[src/rtl/pipe_ctrl_pkg.sv]
// Shared FSM state type, MIPS opcode constants and default register-specifier width
// for the pipeline hazard controller.
package pipe_ctrl_pkg;

  localparam int REG_W = 5;

  localparam logic [5:0] OP_RTYPE = 6'b000000;
  localparam logic [5:0] OP_LW    = 6'b100011;
  localparam logic [5:0] OP_SW    = 6'b101011;
  localparam logic [5:0] OP_BEQ   = 6'b000100;

  typedef enum logic [1:0] {
    RUN      = 2'd0,
    MEM_WAIT = 2'd1,
    BR_FLUSH = 2'd2,
    ERR      = 2'd3
  } state_e;

endpackage

[src/rtl/pipe_hazard_ctrl_if.sv]
// Pipeline <-> hazard controller signal bundle. The stall_cnt/flush_cnt statistics
// outputs exist only when HAZARD_STATS_EN is defined.
interface pipe_hazard_ctrl_if #(
  parameter int REG_W = pipe_ctrl_pkg::REG_W,
  parameter int CNT_W = 16
);
  import pipe_ctrl_pkg::*;

  logic [REG_W-1:0] id_rs;
  logic [REG_W-1:0] id_rt;
  logic             id_uses_rt;
  logic             ex_mem_read;
  logic [REG_W-1:0] ex_rt;
  logic             mem_branch;
  logic             mem_zero;
  logic             mem_access;
  logic             dmem_ready;

  logic dmem_req;
  logic pc_write;
  logic ifid_write;
  logic ifid_flush;
  logic idex_flush;
  logic exmem_flush;
  logic idex_bubble;
  logic pc_src;
  logic err;

`ifdef HAZARD_STATS_EN
  logic [CNT_W-1:0] stall_cnt;
  logic [CNT_W-1:0] flush_cnt;
`else
  // CNT_W only sizes the statistics counters.
  if (CNT_W > 0) begin : g_no_stats
  end
`endif

  modport master (
    output id_rs, id_rt, id_uses_rt, ex_mem_read, ex_rt,
    output mem_branch, mem_zero, mem_access, dmem_ready,
    input  dmem_req, pc_write, ifid_write, ifid_flush, idex_flush,
    input  exmem_flush, idex_bubble, pc_src, err
`ifdef HAZARD_STATS_EN
    , input stall_cnt, flush_cnt
`endif
  );

  modport slave (
    input  id_rs, id_rt, id_uses_rt, ex_mem_read, ex_rt,
    input  mem_branch, mem_zero, mem_access, dmem_ready,
    output dmem_req, pc_write, ifid_write, ifid_flush, idex_flush,
    output exmem_flush, idex_bubble, pc_src, err
`ifdef HAZARD_STATS_EN
    , output stall_cnt, flush_cnt
`endif
  );

endinterface

[src/rtl/hazard_detect.sv]
// Load-use hazard term: the LW in EX writes a register the ID instruction reads.
module hazard_detect
  import pipe_ctrl_pkg::*;
#(
  parameter int REG_W = pipe_ctrl_pkg::REG_W
) (
  input  logic [REG_W-1:0] id_rs_i,
  input  logic [REG_W-1:0] id_rt_i,
  input  logic             id_uses_rt_i,
  input  logic             ex_mem_read_i,
  input  logic [REG_W-1:0] ex_rt_i,
  output logic             load_use_o
);

  // Register 0 is hardwired zero, so a load into it never creates a dependency.
  assign load_use_o = ex_mem_read_i && (ex_rt_i != '0) &&
                      ((ex_rt_i == id_rs_i) || (id_uses_rt_i && (ex_rt_i == id_rt_i)));

endmodule

[src/rtl/pipe_hazard_ctrl.sv]
// 5-stage pipeline hazard controller: memory stall, branch flush and load-use bubble.
// Optional stall/flush statistics counters are built when HAZARD_STATS_EN is defined.
module pipe_hazard_ctrl #(
  parameter int REG_W   = pipe_ctrl_pkg::REG_W,
  parameter int TIMEOUT = 255,
  parameter int TO_W    = 8,
  parameter int CNT_W   = 16
) (
  input  logic              clk,
  input  logic              rst,
  pipe_hazard_ctrl_if.slave bus
);
  import pipe_ctrl_pkg::*;

  localparam logic [TO_W-1:0] TIMEOUT_V = TO_W'(TIMEOUT);

  state_e          state_q, state_d;
  logic [TO_W-1:0] wait_cnt_q, wait_cnt_d;
  logic [TO_W-1:0] wait_inc;
  logic            load_use;
  logic            mem_stall;
  logic            br_taken;

  logic pc_write, ifid_write, ifid_flush, idex_flush, exmem_flush;
  logic idex_bubble, pc_src, dmem_req, err;

  hazard_detect #(.REG_W(REG_W)) u_hazard_detect (
    .id_rs_i       (bus.id_rs),
    .id_rt_i       (bus.id_rt),
    .id_uses_rt_i  (bus.id_uses_rt),
    .ex_mem_read_i (bus.ex_mem_read),
    .ex_rt_i       (bus.ex_rt),
    .load_use_o    (load_use)
  );

  assign mem_stall = bus.mem_access && !bus.dmem_ready;
  assign br_taken  = bus.mem_branch && bus.mem_zero;
  assign wait_inc  = wait_cnt_q + 1'b1;

  always_ff @(posedge clk or negedge rst) begin
    if (!rst) begin
      state_q    <= RUN;
      wait_cnt_q <= '0;
    end else begin
      state_q    <= state_d;
      wait_cnt_q <= wait_cnt_d;
    end
  end

  always_comb begin
    state_d     = state_q;
    wait_cnt_d  = wait_cnt_q;
    pc_write    = 1'b1;
    ifid_write  = 1'b1;
    ifid_flush  = 1'b0;
    idex_flush  = 1'b0;
    exmem_flush = 1'b0;
    idex_bubble = 1'b0;
    pc_src      = 1'b0;
    dmem_req    = 1'b0;
    err         = 1'b0;

    case (state_q)
      RUN, BR_FLUSH: begin
        dmem_req = bus.mem_access;
        state_d  = RUN;
        if (mem_stall) begin
          pc_write   = 1'b0;
          ifid_write = 1'b0;
          wait_cnt_d = '0;
          state_d    = MEM_WAIT;
        end else if (br_taken) begin
          pc_src      = 1'b1;
          ifid_flush  = 1'b1;
          idex_flush  = 1'b1;
          exmem_flush = 1'b1;
          state_d     = BR_FLUSH;
        end else if (load_use && (state_q == RUN)) begin
          // In BR_FLUSH the ID slot holds a flushed NOP, so its match is spurious.
          pc_write    = 1'b0;
          ifid_write  = 1'b0;
          idex_bubble = 1'b1;
        end
      end

      MEM_WAIT: begin
        dmem_req = bus.mem_access;
        if (bus.dmem_ready) begin
          // Resume: the frozen branch/load-use situation is resolved this cycle.
          state_d = RUN;
          if (br_taken) begin
            pc_src      = 1'b1;
            ifid_flush  = 1'b1;
            idex_flush  = 1'b1;
            exmem_flush = 1'b1;
            state_d     = BR_FLUSH;
          end else if (load_use) begin
            pc_write    = 1'b0;
            ifid_write  = 1'b0;
            idex_bubble = 1'b1;
          end
        end else begin
          pc_write   = 1'b0;
          ifid_write = 1'b0;
          wait_cnt_d = wait_inc;
          if (wait_inc == TIMEOUT_V) begin
            state_d = ERR;
          end
        end
      end

      ERR: begin
        pc_write   = 1'b0;
        ifid_write = 1'b0;
        err        = 1'b1;
      end

      default: state_d = RUN;
    endcase

    // Reset forces the outputs immediately, without waiting for a clock edge.
    if (!rst) begin
      pc_write    = 1'b0;
      ifid_write  = 1'b0;
      ifid_flush  = 1'b0;
      idex_flush  = 1'b0;
      exmem_flush = 1'b0;
      idex_bubble = 1'b0;
      pc_src      = 1'b0;
      dmem_req    = 1'b0;
      err         = 1'b0;
    end
  end

  assign bus.pc_write    = pc_write;
  assign bus.ifid_write  = ifid_write;
  assign bus.ifid_flush  = ifid_flush;
  assign bus.idex_flush  = idex_flush;
  assign bus.exmem_flush = exmem_flush;
  assign bus.idex_bubble = idex_bubble;
  assign bus.pc_src      = pc_src;
  assign bus.dmem_req    = dmem_req;
  assign bus.err         = err;

`ifdef HAZARD_STATS_EN
  logic [CNT_W-1:0] stall_cnt_q, flush_cnt_q;
  logic             stall_evt, flush_evt;

  // Every frozen-PC cycle outside ERR is either a load-use or a memory stall.
  assign stall_evt = rst && !pc_write && (state_q != ERR);
  assign flush_evt = pc_src;

  always_ff @(posedge clk or negedge rst) begin
    if (!rst) begin
      stall_cnt_q <= '0;
      flush_cnt_q <= '0;
    end else begin
      if (stall_evt && (stall_cnt_q != '1)) stall_cnt_q <= stall_cnt_q + 1'b1;
      if (flush_evt && (flush_cnt_q != '1)) flush_cnt_q <= flush_cnt_q + 1'b1;
    end
  end

  assign bus.stall_cnt = stall_cnt_q;
  assign bus.flush_cnt = flush_cnt_q;
`else
  // CNT_W only sizes the statistics counters.
  if (CNT_W > 0) begin : g_no_stats
  end
`endif

endmodule

[src/flat_wrapper.sv]
// flat-port wrapper written by rule: the top's interface ports become plain ports
module pipe_hazard_ctrl_flat import pipe_ctrl_pkg::*;
#(
  parameter int REG_W   = pipe_ctrl_pkg::REG_W,
  parameter int TIMEOUT = 255,
  parameter int TO_W    = 8,
  parameter int CNT_W   = 16
)
  (clk, rst, bus_id_rs, bus_id_rt, bus_id_uses_rt, bus_ex_mem_read, bus_ex_rt, bus_mem_branch, bus_mem_zero, bus_mem_access, bus_dmem_ready, bus_dmem_req, bus_pc_write, bus_ifid_write, bus_ifid_flush, bus_idex_flush, bus_exmem_flush, bus_idex_bubble, bus_pc_src, bus_err);
  pipe_hazard_ctrl_if #(.REG_W(REG_W), .CNT_W(CNT_W)) bus_i ();
  input  logic clk;
  input  logic rst;
  input wire logic [$bits(bus_i.id_rs)-1:0] bus_id_rs;
  input wire logic [$bits(bus_i.id_rt)-1:0] bus_id_rt;
  input wire logic [$bits(bus_i.id_uses_rt)-1:0] bus_id_uses_rt;
  input wire logic [$bits(bus_i.ex_mem_read)-1:0] bus_ex_mem_read;
  input wire logic [$bits(bus_i.ex_rt)-1:0] bus_ex_rt;
  input wire logic [$bits(bus_i.mem_branch)-1:0] bus_mem_branch;
  input wire logic [$bits(bus_i.mem_zero)-1:0] bus_mem_zero;
  input wire logic [$bits(bus_i.mem_access)-1:0] bus_mem_access;
  input wire logic [$bits(bus_i.dmem_ready)-1:0] bus_dmem_ready;
  output wire logic [$bits(bus_i.dmem_req)-1:0] bus_dmem_req;
  output wire logic [$bits(bus_i.pc_write)-1:0] bus_pc_write;
  output wire logic [$bits(bus_i.ifid_write)-1:0] bus_ifid_write;
  output wire logic [$bits(bus_i.ifid_flush)-1:0] bus_ifid_flush;
  output wire logic [$bits(bus_i.idex_flush)-1:0] bus_idex_flush;
  output wire logic [$bits(bus_i.exmem_flush)-1:0] bus_exmem_flush;
  output wire logic [$bits(bus_i.idex_bubble)-1:0] bus_idex_bubble;
  output wire logic [$bits(bus_i.pc_src)-1:0] bus_pc_src;
  output wire logic [$bits(bus_i.err)-1:0] bus_err;
  assign bus_i.id_rs = bus_id_rs;
  assign bus_i.id_rt = bus_id_rt;
  assign bus_i.id_uses_rt = bus_id_uses_rt;
  assign bus_i.ex_mem_read = bus_ex_mem_read;
  assign bus_i.ex_rt = bus_ex_rt;
  assign bus_i.mem_branch = bus_mem_branch;
  assign bus_i.mem_zero = bus_mem_zero;
  assign bus_i.mem_access = bus_mem_access;
  assign bus_i.dmem_ready = bus_dmem_ready;
  assign bus_dmem_req = bus_i.dmem_req;
  assign bus_pc_write = bus_i.pc_write;
  assign bus_ifid_write = bus_i.ifid_write;
  assign bus_ifid_flush = bus_i.ifid_flush;
  assign bus_idex_flush = bus_i.idex_flush;
  assign bus_exmem_flush = bus_i.exmem_flush;
  assign bus_idex_bubble = bus_i.idex_bubble;
  assign bus_pc_src = bus_i.pc_src;
  assign bus_err = bus_i.err;
  pipe_hazard_ctrl #(.REG_W(REG_W), .TIMEOUT(TIMEOUT), .TO_W(TO_W), .CNT_W(CNT_W)) u_core (.clk(clk), .rst(rst), .bus(bus_i));
endmodule
[config.mk]
export PLATFORM = sky130hd
export DESIGN_NAME = pipe_hazard_ctrl_flat
export DESIGN_NICKNAME = d
export VERILOG_FILES = /design/src/rtl/pipe_ctrl_pkg.sv /design/src/rtl/pipe_hazard_ctrl_if.sv /design/src/rtl/hazard_detect.sv /design/src/rtl/pipe_hazard_ctrl.sv /design/src/flat_wrapper.sv
export SDC_FILE = /design/constraint.sdc
export NUM_CORES = 1
export LEC_CHECK = 0
export ABC_CLOCK_PERIOD_IN_PS = 1900
export CAP_MARGIN = 20
export CELL_PAD_IN_SITES_DETAIL_PLACEMENT = 1
export CELL_PAD_IN_SITES_GLOBAL_PLACEMENT = 1
export CORE_MARGIN = 3
export CORE_UTILIZATION = 34
export CTS_BUF_LIST = sky130_fd_sc_hd__clkbuf_4 sky130_fd_sc_hd__clkbuf_8
export DETAILED_ROUTE_END_ITERATION = 8
export PLACE_DENSITY = 0.81
export SLEW_MARGIN = 20
export SYNTH_ARGS = -nofsm -noshare
export SYNTH_HDL_FRONTEND = slang
export SYNTH_SLANG_ARGS = --single-unit
[constraint.sdc]
create_clock -name clk -period 1.9 [get_ports clk]
set_input_delay 0.285 -clock clk [delete_from_list [all_inputs] [get_ports clk]]
set_output_delay 0.285 -clock clk [all_outputs]
set_load 0.02 [all_outputs]
==> flow_summary.yaml <==
route:
  ant_nets: 0
  drt-pass1-iter-count: 4
  avgViaCountPerCell: 5.52
  vias: 1004
  wl_um: 3370
  routedWlPerCell_um: 18.5
  drt_iter0_markers: 26
  drc_errors: 0
yosys:
  syn_area_per_cell_sq_um: 8.68
  ys.flop_type: "dfrtp_1"
  synth-seq-area-share: 0.272
  synth.cell_area_sq_um: 920
  yosysUniqueCellTypes: 44
  synthesis.nets: 131
  async_flop_share: 1.00
  netlist_instances: 106
  ys_seq_elements: 10
  yosysWarnings: 0
  synth_edf_count: 0
clock_tree:
  cts_max_path_buffers: 2
  ctsHoldBuffers: 0
  clk_pin_slew_ns: 0.09
  tritoncts: "built"
  cts_buffers: 3
  root_buffer: "clkbuf_4"
  clk_latency_ns: 0.29
  clkSinkCount: 10
  htreeDepth: 1
sta:
  relSlewSlack: 0.804
  whs_ns: 0.379
  hold_viol: 0
  max_freq_mhz: 533
  tightest_slew_ns: 0.292
  fin_tns_setup_ns: 0
  period_needed_ns: 1.88
  postLayoutSetupSlackWorst_ns: 0.0222
  fin_skew_ns: 0.00941
  min_period_over_period: 0.988
  slew_viol_final: 0
  setup_viol: 0
  rsz0062_at_grt: "yes"
placement:
  hpwl_um: 2550
  dp_worst_setup_slack_ns: -0.797
  gp_congestion: 0.752
  io_buffers: 31
grt:
  overflow: 0
  grtUsageTotal: 0.217
  grt_max_degree: 13
  antenna_found_initial: 0
  grt_pass1_wl_um: 5460
  grt_pass1_vias: 1086
die:
  coreArea_sq_um: 2520
  ios: 32
  initial_core_util: 0.365
  die_h_um: 58.0
  die-area_sq_um: 3360
  die_width_um: 58.0
  row_count: 18
critical_path:
  critPathCaptureType: "primary output"
  regToRegSetupSlack_ns: 0.25
  cp_cell_sequence: "clkdlybuf4s50_1 -> xor2_1 -> nor2_1 -> a32oi_2 -> o21ba_2 -> buf_6"
  slowest_delay_ns: 0.49
  rr_worst_depth: 6
  crit_required_ns: 1.62
  r2r-end: "u_core.state_q[1]"
  arrival_ns: 1.59
  critPathTopFamily: "buffers and inverters"
  path_buf_inv: 2
  path_class: "in2out"
  start_kind: "input pin"
  crit_fanout: 2
  reg2reg_from: "u_core.state_q[1]"
  crit_path_top_delay_cell: "clkdlybuf4s50_1"
cells_and_area:
  fin_nets: 178
  diodes: 0
  drive_above_1_share: 0.401
  syn2layout_area_growth_pct: 56.7
  fin_util: 0.571
  nFillCells: 309
run_status:
  outcome: "finished, final reports clean"
power_and_ir_drop:
  ir_drop_mv: 0.473
  powerDensity_nw_per_um2: 485
  p_leak_nw: 0.689
  total_power_mw: 0.699
run:
  cap_violations: 0
hold_path:
  min_path_type: "in2async"
power by group:
group | leakage [nW] | internal (mW) | switching, mW
registers | 0.136 | 0.226 | 0.0232
clock network | 0.0210 | 0.117 | 0.0977
logic | 0.532 | 0.116 | 0.120
what timing repair did:
item / in CTS / in global routing
setup endpoints to repair: 9 / 8
pin swaps: 7 / 9
resized for setup: 61 / 32
buffers inserted: 0 / 1
cell type report:
type / instances / area, sq um / area share
clock buffer: 4 / 36.3 / 0.0252
inverter: 6 / 22.5 / 0.0156
timing repair buffer: 49 / 397 / 0.275
tap: 30 / 37.5 / 0.0260
multi-input combinational: 83 / 698 / 0.484
sequential: 10 / 250 / 0.174
metal layers:
metal | share of wire | GRT usage | up-vias
met4 | 0.019 | 0.0861 | 0
li1 | - | - | 481
met3 | 0.039 | 0.0512 | 7
met1 | 0.40 | 0.254 | 487
met2 | 0.54 | 0.379 | 29
met5 | 0 | 0 | -
worst register-to-register path: cells and delay by family (launching register included):
family                 cells  cell delay [ns]
buffers and inverters      2             0.32
AO/OA/AOI/OAI              2             0.32
flip-flops                 1             0.41
AND/OR/NAND/NOR            2             0.48
state kept, by name (all words and copies together) (netlist names):
| register | count |
|---|---|
| u_core.wait_cnt_q | 8 |
| u_core.state_q | 2 |
cell usage after synthesis (all sizes together) (2+ instances only):
cell type	number	share of area
dfrtp	10	0.27
xnor2	2	0.019
nor3	3	0.016
nand3	2	0.011
and3	2	0.014
xor2	9	0.086
a21oi	2	0.015
o21ai	3	0.016
or2	2	0.014
nor2	7	0.029
inv	6	0.024
nand2b	3	0.020
and2	2	0.014
nand2	8	0.033
buf	6	0.050
o31ai	6	0.049
nor4	5	0.034
o41ai	3	0.053
a31oi	2	0.014
ha	2	0.027
worst max-delay path by stage:
| stage | slack (ns) | to | start | depth (start not counted) |
|---|---|---|---|---|
| finish | 0.02 | bus_ifid_write | bus_id_rs[3] | 6 |
| global route | -0.06 | bus_idex_bubble | bus_id_rs[3] | 6 |
| CTS | -0.03 | bus_idex_bubble | bus_id_rt[0] | 6 |
| detailed placement | -0.80 | bus_idex_bubble | bus_ex_rt[0] | 6 |
| global placement | -0.69 | bus_idex_bubble | bus_ex_rt[3] | 6 |
| floorplan | -0.005 | bus_idex_bubble | u_core.state_q[1] | 4 |
per-stage QoR:
stage | area, sq um | cells
final | 1440 | 182
after global routing | 1440 | 182
after CTS | 1380 | 181
after detailed placement | 1350 | 177
after global placement | 1350 | 177
after floorplan | 925 | 106
cells in the final DEF, fill, tap and decap left out, drive strengths merged, types with 2 or more instances in the layout:
master,netlist,routed
and3,2,2
buf,6,28
dfrtp,10,10
a21oi,2,2
xor2,9,9
nor4,5,5
clkdlybuf4s50,0,5
and2,2,2
inv,6,6
nand2b,3,3
o41ai,3,3
dlymetal6s2s,0,4
a31oi,2,2
clkbuf,1,9
nand3,2,2
o31ai,6,6
dlygate4sd2,0,7
nand2,8,8
xnor2,2,2
nor2,7,7
or2,2,2
o21ai,3,3
nor3,3,3
ha,2,2
kinds of logic after synthesis:
logic type,synth area share
flops,0.272
xor+xnor,0.105
mux,0.0122
fa+ha+maj,0.0272
compound gates,0.256
buf+inv,0.0803
simple gates,0.248
Note: power is estimated with default switching activity, not from simulation.
